File: config.mk
export PLATFORM = sky130hd
export DESIGN_NAME = z80_bus_responder
export DESIGN_NICKNAME = d
export VERILOG_FILES = /design/src/rtl/z80_bus_pkg.sv /design/src/rtl/z80_wait_gen.sv /design/src/rtl/z80_bus_responder.sv
export SDC_FILE = /design/constraint.sdc
export NUM_CORES = 1
export LEC_CHECK = 0
export ABC_AREA = 0
export BUFFER_PORTS_ARGS = -buffer_cell sky130_fd_sc_hd__buf_2
export CORE_MARGIN = 10
export CORE_UTILIZATION = 50
export CTS_CLUSTER_DIAMETER = 150
export DETAILED_ROUTE_END_ITERATION = 10
export PLACE_DENSITY = 0.8
export REMOVE_ABC_BUFFERS = 1
export SYNTH_ARGS = -nofsm -noshare
export SYNTH_HDL_FRONTEND = slang
export SYNTH_SLANG_ARGS = --single-unit
File: constraint.sdc
create_clock -name clk -period 2.36 [get_ports clk]
set_clock_uncertainty 0.15 [all_clocks]
set_input_delay 0.472 -clock clk [delete_from_list [all_inputs] [get_ports clk]]
set_output_delay 0.472 -clock clk [all_outputs]
set_load 0.02 [all_outputs]
File: src/rtl/z80_bus_pkg.sv
// Shared types for the Z80 bus responder: cycle kinds, FSM states, constants.
// Latency: n/a (types and helpers only).
// Backpressure: n/a.
package z80_bus_pkg;

  // Kind of CPU bus cycle decoded from the control pins
  typedef enum logic [2:0] {
    CYC_NONE  = 3'd0,
    CYC_FETCH = 3'd1,
    CYC_MRD   = 3'd2,
    CYC_MWR   = 3'd3,
    CYC_IORD  = 3'd4,
    CYC_IOWR  = 3'd5,
    CYC_INTA  = 3'd6,
    CYC_RFSH  = 3'd7
  } cyc_t;

  // Responder FSM states
  typedef enum logic [2:0] {
    ST_IDLE     = 3'd0,
    ST_BE_WAIT  = 3'd1,
    ST_DRIVE    = 3'd2,
    ST_INTA_DRV = 3'd3,
    ST_HOLD     = 3'd4
  } state_t;

  localparam logic [7:0] DEFAULT_INT_VECTOR = 8'hFF;
  localparam int         WCNT_W             = 8;

  // True for cycles addressed to I/O space
  function automatic logic cyc_is_io(input cyc_t c);
    return (c == CYC_IORD) || (c == CYC_IOWR);
  endfunction

  // True for cycles that write to the back end
  function automatic logic cyc_is_wr(input cyc_t c);
    return (c == CYC_MWR) || (c == CYC_IOWR);
  endfunction

endpackage

File: src/rtl/z80_wait_gen.sv
// Loadable down-counter that sets the minimum number of WAIT clocks in a cycle.
// Latency: expired is combinational from the count; load/decrement take effect next clock.
// Backpressure: none; decrement saturates at zero.
module z80_wait_gen
  import z80_bus_pkg::*;
(
  input  logic              clk,
  input  logic              reset,
  input  logic              load,
  input  logic [WCNT_W-1:0] load_val,
  input  logic              dec,
  output logic              expired
);

  logic [WCNT_W-1:0] cnt;

  // Load at decode, then count down once per clock while the cycle waits
  always_ff @(posedge clk or negedge reset) begin
    if (!reset) begin
      cnt <= '0;
    end else if (load) begin
      cnt <= load_val;
    end else if (dec && (cnt != '0)) begin
      cnt <= cnt - WCNT_W'(1);
    end
  end

  assign expired = (cnt == '0);

endmodule

File: src/rtl/z80_bus_responder.sv
// Slave end of the Z80 bus: decodes CPU strobes, forwards one back-end request per cycle, drives read data / INTA vector.
// Latency: be_req one clock after decode; nWAIT released the clock after ack and the minimum wait both finish.
// Backpressure: the CPU is stretched with nWAIT until be_ack; be_req is held level until acked.
module z80_bus_responder
  import z80_bus_pkg::*;
#(
  parameter int         WAIT_MEM   = 0,
  parameter int         WAIT_IO    = 0,
  parameter logic [7:0] INT_VECTOR = DEFAULT_INT_VECTOR
) (
  input  logic        clk,
  input  logic        reset,
  input  logic        nM1,
  input  logic        nMREQ,
  input  logic        nIORQ,
  input  logic        nRD,
  input  logic        nWR,
  input  logic        nRFSH,
  input  logic [15:0] A,
  input  logic [7:0]  D_in,
  output logic [7:0]  D_out,
  output logic        D_oe,
  output logic        nWAIT,
  output logic        nINT,
  input  logic        irq_in,
  output logic        be_req,
  output logic        be_we,
  output logic        be_io,
  output logic [15:0] be_addr,
  output logic [7:0]  be_wdata,
  input  logic        be_ack,
  input  logic [7:0]  be_rdata,
  output logic [2:0]  cyc_type,
  output logic        cyc_done
);

  localparam logic [WCNT_W-1:0] WAIT_MEM_CNT = WCNT_W'(WAIT_MEM);
  localparam logic [WCNT_W-1:0] WAIT_IO_CNT  = WCNT_W'(WAIT_IO);

  state_t state, state_nxt;
  cyc_t   dec_cyc;
  logic   start_be, start_inta, ack_seen, wait_expired;
  logic   irq_q, irq_pending, irq_rise;

  // Priority decode of the active-low strobes into a cycle kind
  always_comb begin
    dec_cyc = CYC_NONE;
    if (!nM1 && !nIORQ)        dec_cyc = CYC_INTA;
    else if (!nMREQ && !nRFSH) dec_cyc = CYC_RFSH;
    else if (!nMREQ && !nRD)   dec_cyc = nM1 ? CYC_MRD : CYC_FETCH;
    else if (!nMREQ && !nWR)   dec_cyc = CYC_MWR;
    else if (!nIORQ && !nRD)   dec_cyc = CYC_IORD;
    else if (!nIORQ && !nWR)   dec_cyc = CYC_IOWR;
  end

  // Next-state logic and data-bus enable
  always_comb begin
    state_nxt = state;
    D_oe      = 1'b0;
    case (state)
      ST_IDLE: begin
        if (dec_cyc == CYC_INTA)      state_nxt = ST_INTA_DRV;
        else if (dec_cyc == CYC_RFSH) state_nxt = ST_HOLD;
        else if (dec_cyc != CYC_NONE) state_nxt = ST_BE_WAIT;
      end
      ST_BE_WAIT: begin
        // A read whose strobe already went away (CPU reset) skips driving the bus
        if ((be_ack || ack_seen) && wait_expired)
          state_nxt = (!be_we && !nRD) ? ST_DRIVE : ST_HOLD;
      end
      ST_DRIVE: begin
        D_oe = !nRD;
        if (nRD) state_nxt = ST_HOLD;
      end
      ST_INTA_DRV: begin
        D_oe = 1'b1;
        if (nIORQ) state_nxt = ST_HOLD;
      end
      ST_HOLD: begin
        if (nMREQ && nIORQ) state_nxt = ST_IDLE;
      end
      default: state_nxt = ST_IDLE;
    endcase
  end

  assign start_be   = (state == ST_IDLE) && (state_nxt == ST_BE_WAIT);
  assign start_inta = (state == ST_IDLE) && (dec_cyc == CYC_INTA);
  assign irq_rise   = irq_in && !irq_q;
  assign nINT       = !irq_pending;

  z80_wait_gen u_wait_gen (
    .clk      (clk),
    .reset    (reset),
    .load     (start_be),
    .load_val (cyc_is_io(dec_cyc) ? WAIT_IO_CNT : WAIT_MEM_CNT),
    .dec      (state == ST_BE_WAIT),
    .expired  (wait_expired)
  );

  // State register, back-end request, WAIT and data registers
  always_ff @(posedge clk or negedge reset) begin
    if (!reset) begin
      state    <= ST_IDLE;
      nWAIT    <= 1'b1;
      D_out    <= 8'h00;
      be_req   <= 1'b0;
      be_we    <= 1'b0;
      be_io    <= 1'b0;
      be_addr  <= 16'h0000;
      be_wdata <= 8'h00;
      ack_seen <= 1'b0;
      cyc_type <= CYC_NONE;
      cyc_done <= 1'b0;
    end else begin
      state    <= state_nxt;
      nWAIT    <= (state_nxt != ST_BE_WAIT);
      cyc_done <= (state_nxt == ST_HOLD) && (state != ST_HOLD);
      if ((state == ST_IDLE) && (dec_cyc != CYC_NONE)) cyc_type <= dec_cyc;
      if (start_inta) D_out <= INT_VECTOR;
      if (start_be) begin
        be_req   <= 1'b1;
        be_we    <= cyc_is_wr(dec_cyc);
        be_io    <= cyc_is_io(dec_cyc);
        be_addr  <= A;
        be_wdata <= D_in;
        ack_seen <= 1'b0;
      end else if ((state == ST_BE_WAIT) && be_ack) begin
        be_req   <= 1'b0;
        ack_seen <= 1'b1;
        if (!be_we) D_out <= be_rdata;
      end
    end
  end

  // Interrupt request: registered edge detect, cleared by acknowledge, set wins
  always_ff @(posedge clk or negedge reset) begin
    if (!reset) begin
      irq_q       <= 1'b0;
      irq_pending <= 1'b0;
    end else begin
      irq_q <= irq_in;
      if (irq_rise)        irq_pending <= 1'b1;
      else if (start_inta) irq_pending <= 1'b0;
    end
  end

endmodule

Yosys cells after proc, flatten, opt, wreduce, memory -nomap -nowiden
Index checks and enable logic that the tools add are counted.
{ "word_totals": {"elab_cells": 92, "ff_bits": 54, "output_inout_bits": 42, "input_bits": 42} }
{ "op_classes": {"n_mux": 29, "n_addsub": 1, "n_reduce_logical": 35, "n_eq_ne": 13} }
{ "op_table": {"columns": ["op", "count"], "rows": [
  ["2-to-1 mux 8 bit", 6],
  ["2-to-1 mux 3 bit", 14],
  ["equality test 3 bit (second input constant)", 6],
  ["logical AND 1 bit", 16],
  ["one-hot mux 3 bit (5 select lines)", 1],
  ["equality test 3 x 2 -> 1 bit (second input constant)", 3],
  ["logical NOT 1 bit", 9],
  ["logical NOT 8 bit", 1],
  ["nonzero test 8 bit", 1],
  ["subtractor 8 x 1 -> 8 bit (second input constant)", 1],
  ["equality test 3 x 1 -> 1 bit (second input constant)", 2],
  ["2-to-1 mux 1 bit", 6],
  ["nonzero test 2 bit", 3],
  ["logical NOT 3 bit", 1],
  ["logical OR 1 bit", 3],
  ["inequality test 3 x 1 -> 1 bit (second input constant)", 1],
  ["inequality test 3 bit (second input constant)", 1],
  ["nonzero test 3 bit", 1],
  ["2-to-1 mux 2 bit", 1],
  ["one-hot mux 1 bit (2 select lines)", 1]
]} }

Depth between registers and ports, before layout
{ "logic_depth": {"word_depth": 16, "mapped_depth": 6, "depth_no_buf": 6} }

By module
From an unflattened synthesis, not the netlist that was laid out.
{ "hier_totals": {"cells_unflattened": 243, "area_unflattened_um2": 2727.6} }
{ "by_module_without_submodules": {"columns": ["module", "area_per_inst_um2", "n_inst", "cells_per_inst", "seq_area_each_um2"], "rows": [
  ["z80_bus_responder", 2152.1, 1, 175, 1152.4],
  ["z80_wait_gen", 575.6, 1, 68, 200.2]
]} }

Least setup slack after synthesis
OpenSTA, ideal clock, no wires.
{ "synth_timing": {"path_type": "in2reg", "start": "input port nMREQ", "end": "register be_wdata[0]", "n_path_buf": 2, "t_arrival_ps": 1703, "required_ps": 2083, "setup_ps": 127, "setup_slack_ps": 380, "path_stages": 6, "cell_sequence": "clkbuf_1 -> or2_2 -> nand4_2 -> a21oi_4 -> buf_4 -> mux2_1"} }
{ "synth_between": {"elab_chain_len": 13, "elab_cells_between_ends": 19, "classes_between": "3 x eq/ne; 9 x mux; 7 x reduce/logical"} }
{ "synth_lines": {"columns": ["element", "line", "text"], "rows": [
  ["start: declaration", "z80_bus_responder.sv:14", "input logic nMREQ,"],
  ["logical NOT 1 bit", "z80_bus_responder.sv:49, z80_bus_responder.sv:50, z80_bus_responder.sv:51", null],
  ["logical AND 1 bit", "z80_bus_responder.sv:51", "else if (!nMREQ && !nWR) dec_cyc = CYC_MWR;"],
  ["2-to-1 mux 3 bit", "z80_bus_responder.sv:51", null],
  ["2-to-1 mux 3 bit", "z80_bus_responder.sv:50", "else if (!nMREQ && !nRD) dec_cyc = nM1 ? CYC_MRD : CYC_FETCH;"],
  ["2-to-1 mux 3 bit", "z80_bus_responder.sv:49", "else if (!nMREQ && !nRFSH) dec_cyc = CYC_RFSH;"],
  ["2-to-1 mux 3 bit", "z80_bus_responder.sv:48", "if (!nM1 && !nIORQ) dec_cyc = CYC_INTA;"],
  ["nonzero test 3 bit", "z80_bus_responder.sv:64", "else if (dec_cyc != CYC_NONE) state_nxt = ST_BE_WAIT;"],
  ["2-to-1 mux 3 bit", "z80_bus_responder.sv:64", null],
  ["2-to-1 mux 3 bit", "z80_bus_responder.sv:63", "else if (dec_cyc == CYC_RFSH) state_nxt = ST_HOLD;"],
  ["2-to-1 mux 3 bit", "z80_bus_responder.sv:62", "if (dec_cyc == CYC_INTA) state_nxt = ST_INTA_DRV;"],
  ["one-hot mux 3 bit (5 select lines) (*)", "z80_bus_responder.sv:60", "case (state)"],
  ["equality test 3 x 1 -> 1 bit (*)", "z80_bus_responder.sv:86", "assign start_be = (state == ST_IDLE) && (state_nxt == ST_BE_WAIT);"],
  ["logical AND 1 bit (*)", "z80_bus_responder.sv:86", null],
  ["end signal: assignment", "z80_bus_responder.sv:125", "be_wdata <= D_in;"],
  ["end: declaration", "z80_bus_responder.sv:30", "output logic [7:0] be_wdata,"]
]} }
Every way passes the cells marked *; elsewhere a longest branch is shown, timed or not.
A chain may end at the register's enable or synchronous reset.

Worst setup path after layout
{ "layout_timing": {"start": "register u_wait_gen.cnt[0]", "end": "register u_wait_gen.cnt[4]"} }
{ "layout_between": {"elab_chain_len": 7, "elab_cells_between_ends": 12, "classes_between": "1 x add/sub; 1 x eq/ne; 4 x mux; 6 x reduce/logical"} }
{ "layout_lines": {"columns": ["element", "line", "text"], "rows": [
  ["start: declaration", "z80_wait_gen.sv:15", "logic [WCNT_W-1:0] cnt;"],
  ["start signal: assignment", "z80_wait_gen.sv:22", "cnt <= load_val;"],
  ["start signal: assignment", "z80_wait_gen.sv:24", "cnt <= cnt - WCNT_W'(1);"],
  ["logical NOT 8 bit", "z80_wait_gen.sv:28", "assign expired = (cnt == '0);"],
  ["logical AND 1 bit", "z80_bus_responder.sv:68", "if ((be_ack || ack_seen) && wait_expired)"],
  ["2-to-1 mux 3 bit", "z80_bus_responder.sv:68", null],
  ["one-hot mux 3 bit (5 select lines)", "z80_bus_responder.sv:60", null],
  ["equality test 3 x 1 -> 1 bit", "z80_bus_responder.sv:86", null],
  ["logical AND 1 bit", "z80_bus_responder.sv:86", null],
  ["2-to-1 mux 8 bit or nonzero test 2 bit (tied branches)", null, null]
]} }
Several ways; a longest one is shown, not always the timed one. The select of a mux whose other input is x is not followed.

==> results.cfg <==
[yosys]
avgSynthCellArea_um2 = 11.4
ys.flop_type = dfrtp_1
synth.area.top_cells = dfrtp_1 53%, mux2_2 10%, nor2_1 3.9%
synth_cell_type_count = 49
synthCells = 219
ys_ff_latch = 54
yosysWarnings = 0
synth_edf_count = 0
async_flop_share_pct = 100
synth_top_area_share_pct = 53.2
syn-cell-area_um2 = 2490
seq_area_frac_synth_pct = 54.3
synth_area_leader_cell = dfrtp_1

[critical_path]
path_delay_family = compound AO/OA/AOI/OAI gates
arrival_ns = 2.10
path_buf_inv = 1
path_class = reg2reg
crit_start = u_wait_gen.cnt[0]
worstReg2RegStart = u_wait_gen.cnt[0]
worst_path_max_delay_cell = or3b_2
path_max_fanout = 8
max_stage_delay_ns = 0.52
crit_chain = inv_1 -> ha_1 -> or3b_2 -> o21ai_4 -> o21ai_0 -> a21oi_1
worst_setup_path_start_kind = register
endpoint_kind = register
cp.required_ns = 2.45

[final_layout]
design_area_um2 = 3070
area_delta_synth_final_pct = 23.2
layout-drive-gt1-share_pct = 42.6
n_antenna_cell = 0
n_fill_cell = 385
fin_nets = 348

[routing]
wl_per_cell_um = 15.7
first_pass_iters = 4
routed_wl_mm = 5.85
ant_nets = 0
dr_total_vias = 1938
route.detailed.drc = 0
viasPerCell = 5.21
drt_iter0_markers = 126
drt-met1-wl_mm = 2.38
top_layer = met4
wl_met2_mm = 2.88
dr_wl_met3_um = 519

[global_routing]
antenna_found_initial = 0
grt_max_degree = 55
grt_usage_pct = 14.3
grt_pass1_wl_mm = 9.64
overflow = 0
grt_pass1_vias = 2001

[clock_tree]
htreeDepth = 2
cts.sinks = 54
insertion_delay_ns = 0.31
clockBufferDepth = 2
cts_root_buffer = clkbuf_8
clk_pin_slew_ns = 0.10
post_cts_buffers = 0
cts-buffers-inserted = 5
cts_tree = done

[timing]
final-max-slew-violation-count = 0
period_minus_slack_ns = 2.02
rsz0062_at_grt = false
layout_setup_ws_ns = 0.345
fin_setup_tns_ns = 0
min_period_over_period_pct = 85.4
whs_ns = 0.124
hold_viol = 0
relSlewSlack_pct = 75.4
tightest_slew_ns = 0.364
fmax_mhz = 496
setup_violations = 0

[power]
p_leak_nw = 1.44
power_density_nw_per_um2 = 1370
ir_drop_uv = 671
p_total_mw = 4.20

[flow_run]
maxCapViolCount = 0

[die]
num_rows = 25
core_area_um2 = 4790
die_h_um = 90.6
die_area_um2 = 8210
initial_utilization_pct = 52.1
die_w_um = 90.6
ios = 84

[outcome]
status = completed

[hold_path]
hold_path_class = in2reg
hold_start = irq_in

[place]
dp_worst_setup_slack_ns = 0.361
gp_congestion = 0.872
placed_area_um2 = 2970
hpwl_mm = 4.46
io_buffers = 83
==> cell type report <==
| cell class | count | area (um2) | area share [%] |
|---|---|---|---|
| clock buffers | 5 | 68.8 | 2.24 |
| clock inverters | 3 | 22.5 | 0.734 |
| inverters | 6 | 22.5 | 0.734 |
| multi-input cells | 150 | 1040 | 34.1 |
| flip-flops and latches | 54 | 1350 | 44.1 |
| well taps | 67 | 83.8 | 2.73 |
| repair buffers | 87 | 473 | 15.4 |
==> path summary, 6_finish.rpt <==
path                                           to  slack [ns]  depth (start not counted)
worst min-delay path                        irq_q        0.12                          1
worst max register to register  u_wait_gen.cnt[4]        0.34                          6
worst max-delay path            u_wait_gen.cnt[4]        0.34                          6
max in group asynchronous                   nWAIT        1.25                          3
worst min register to register        irq_pending        0.29                          1
min in group asynchronous                D_out[2]        0.52                          3
==> synth_stat cells, types with 2 or more instances <==
master    number
nand3_1        2
nor2_1        26
buf_6          4
or2_2          3
xor2_1         3
o21ai_0       14
nand2b_1       4
nor2b_1        2
clkbuf_1       3
mux2_2        23
nor3_1         2
a22o_1         2
nand2_1       20
mux2i_1        2
o31ai_1        2
inv_1          6
o22ai_1        2
buf_4          2
or3_1          2
ha_1           2
dfrtp_1       53
a31oi_1        6
o211ai_1       4
a21oi_1        5
==> cells by family after synthesis <==
kind of cell | Yosys count | share of synthesized area [%]
AOI/OAI and AO/OA | 43 | 11.7
xor gates and xnor gates | 4 | 1.41
adders and majority gates | 2 | 1.00
buffers and inverters | 15 | 3.77
DFF | 54 | 54.3
muxes | 26 | 11.7
and+or+nand+nor | 75 | 16.2
==> flip-flops by register name (all words and copies together), names as in the netlist <==
name / count
D_out: 8
ack_seen: 1
cyc_type: 3
irq_q: 1
be_req: 1
be_addr: 16
be_we: 1
state: 3
be_wdata: 8
nWAIT: 1
cyc_done: 1
be_io: 1
irq_pending: 1
u_wait_gen.cnt: 8
==> layer usage <==
layer	up-vias	track usage (%)
met5	-	0
met4	0	4.38
met3	7	6.98
met2	58	22.9
met1	929	16.5
li1	944	-
==> power breakdown <==
part	internal [mW]	switching [mW]	leakage, nW
clock	0.215	0.325	0.0489
sequential	1.36	0.312	0.645
combinational	0.826	1.16	0.743
total	2.41	1.80	1.44
==> worst reg2reg max path: stages (launching register included) <==
cell     delay (ns)
dfrtp_1        0.40
inv_1          0.12
ha_1           0.20
or3b_2         0.52
o21ai_4        0.26
o21ai_0        0.14
a21oi_1        0.15
==> repair_timing <==
action                     4_1_cts  5_1_grt
hold buffers                     0        1
setup endpoints to repair        0        0
hold endpoints to repair         0        2
resized for setup                0        0
==> cells in the final DEF (no fill, tap or decap), types with 2 or more instances in the layout <==
master,instances
buf_12,2
mux2_2,23
or2_2,3
nor3_1,2
nand3_1,2
mux2i_1,2
nor2b_1,2
inv_6,2
nor2_1,26
ha_1,2
nand2b_1,4
a31oi_1,6
xor2_1,3
or3_1,2
o22ai_1,2
o211ai_1,4
o21ai_0,14
nand2_1,20
clkbuf_8,5
o31ai_1,2
buf_2,83
a22o_1,2
inv_1,6
a21oi_1,5
dfrtp_1,53
==> stage by stage <==
stage,util [%],cells
3_5_place_dp,62.0,363
4_1_cts,63.9,371
5_1_grt,64.1,372
6_report,64.1,372
2_1_floorplan,-,210
3_3_place_gp,62.0,363
No activity file was read; power rests on OpenSTA's default activity.
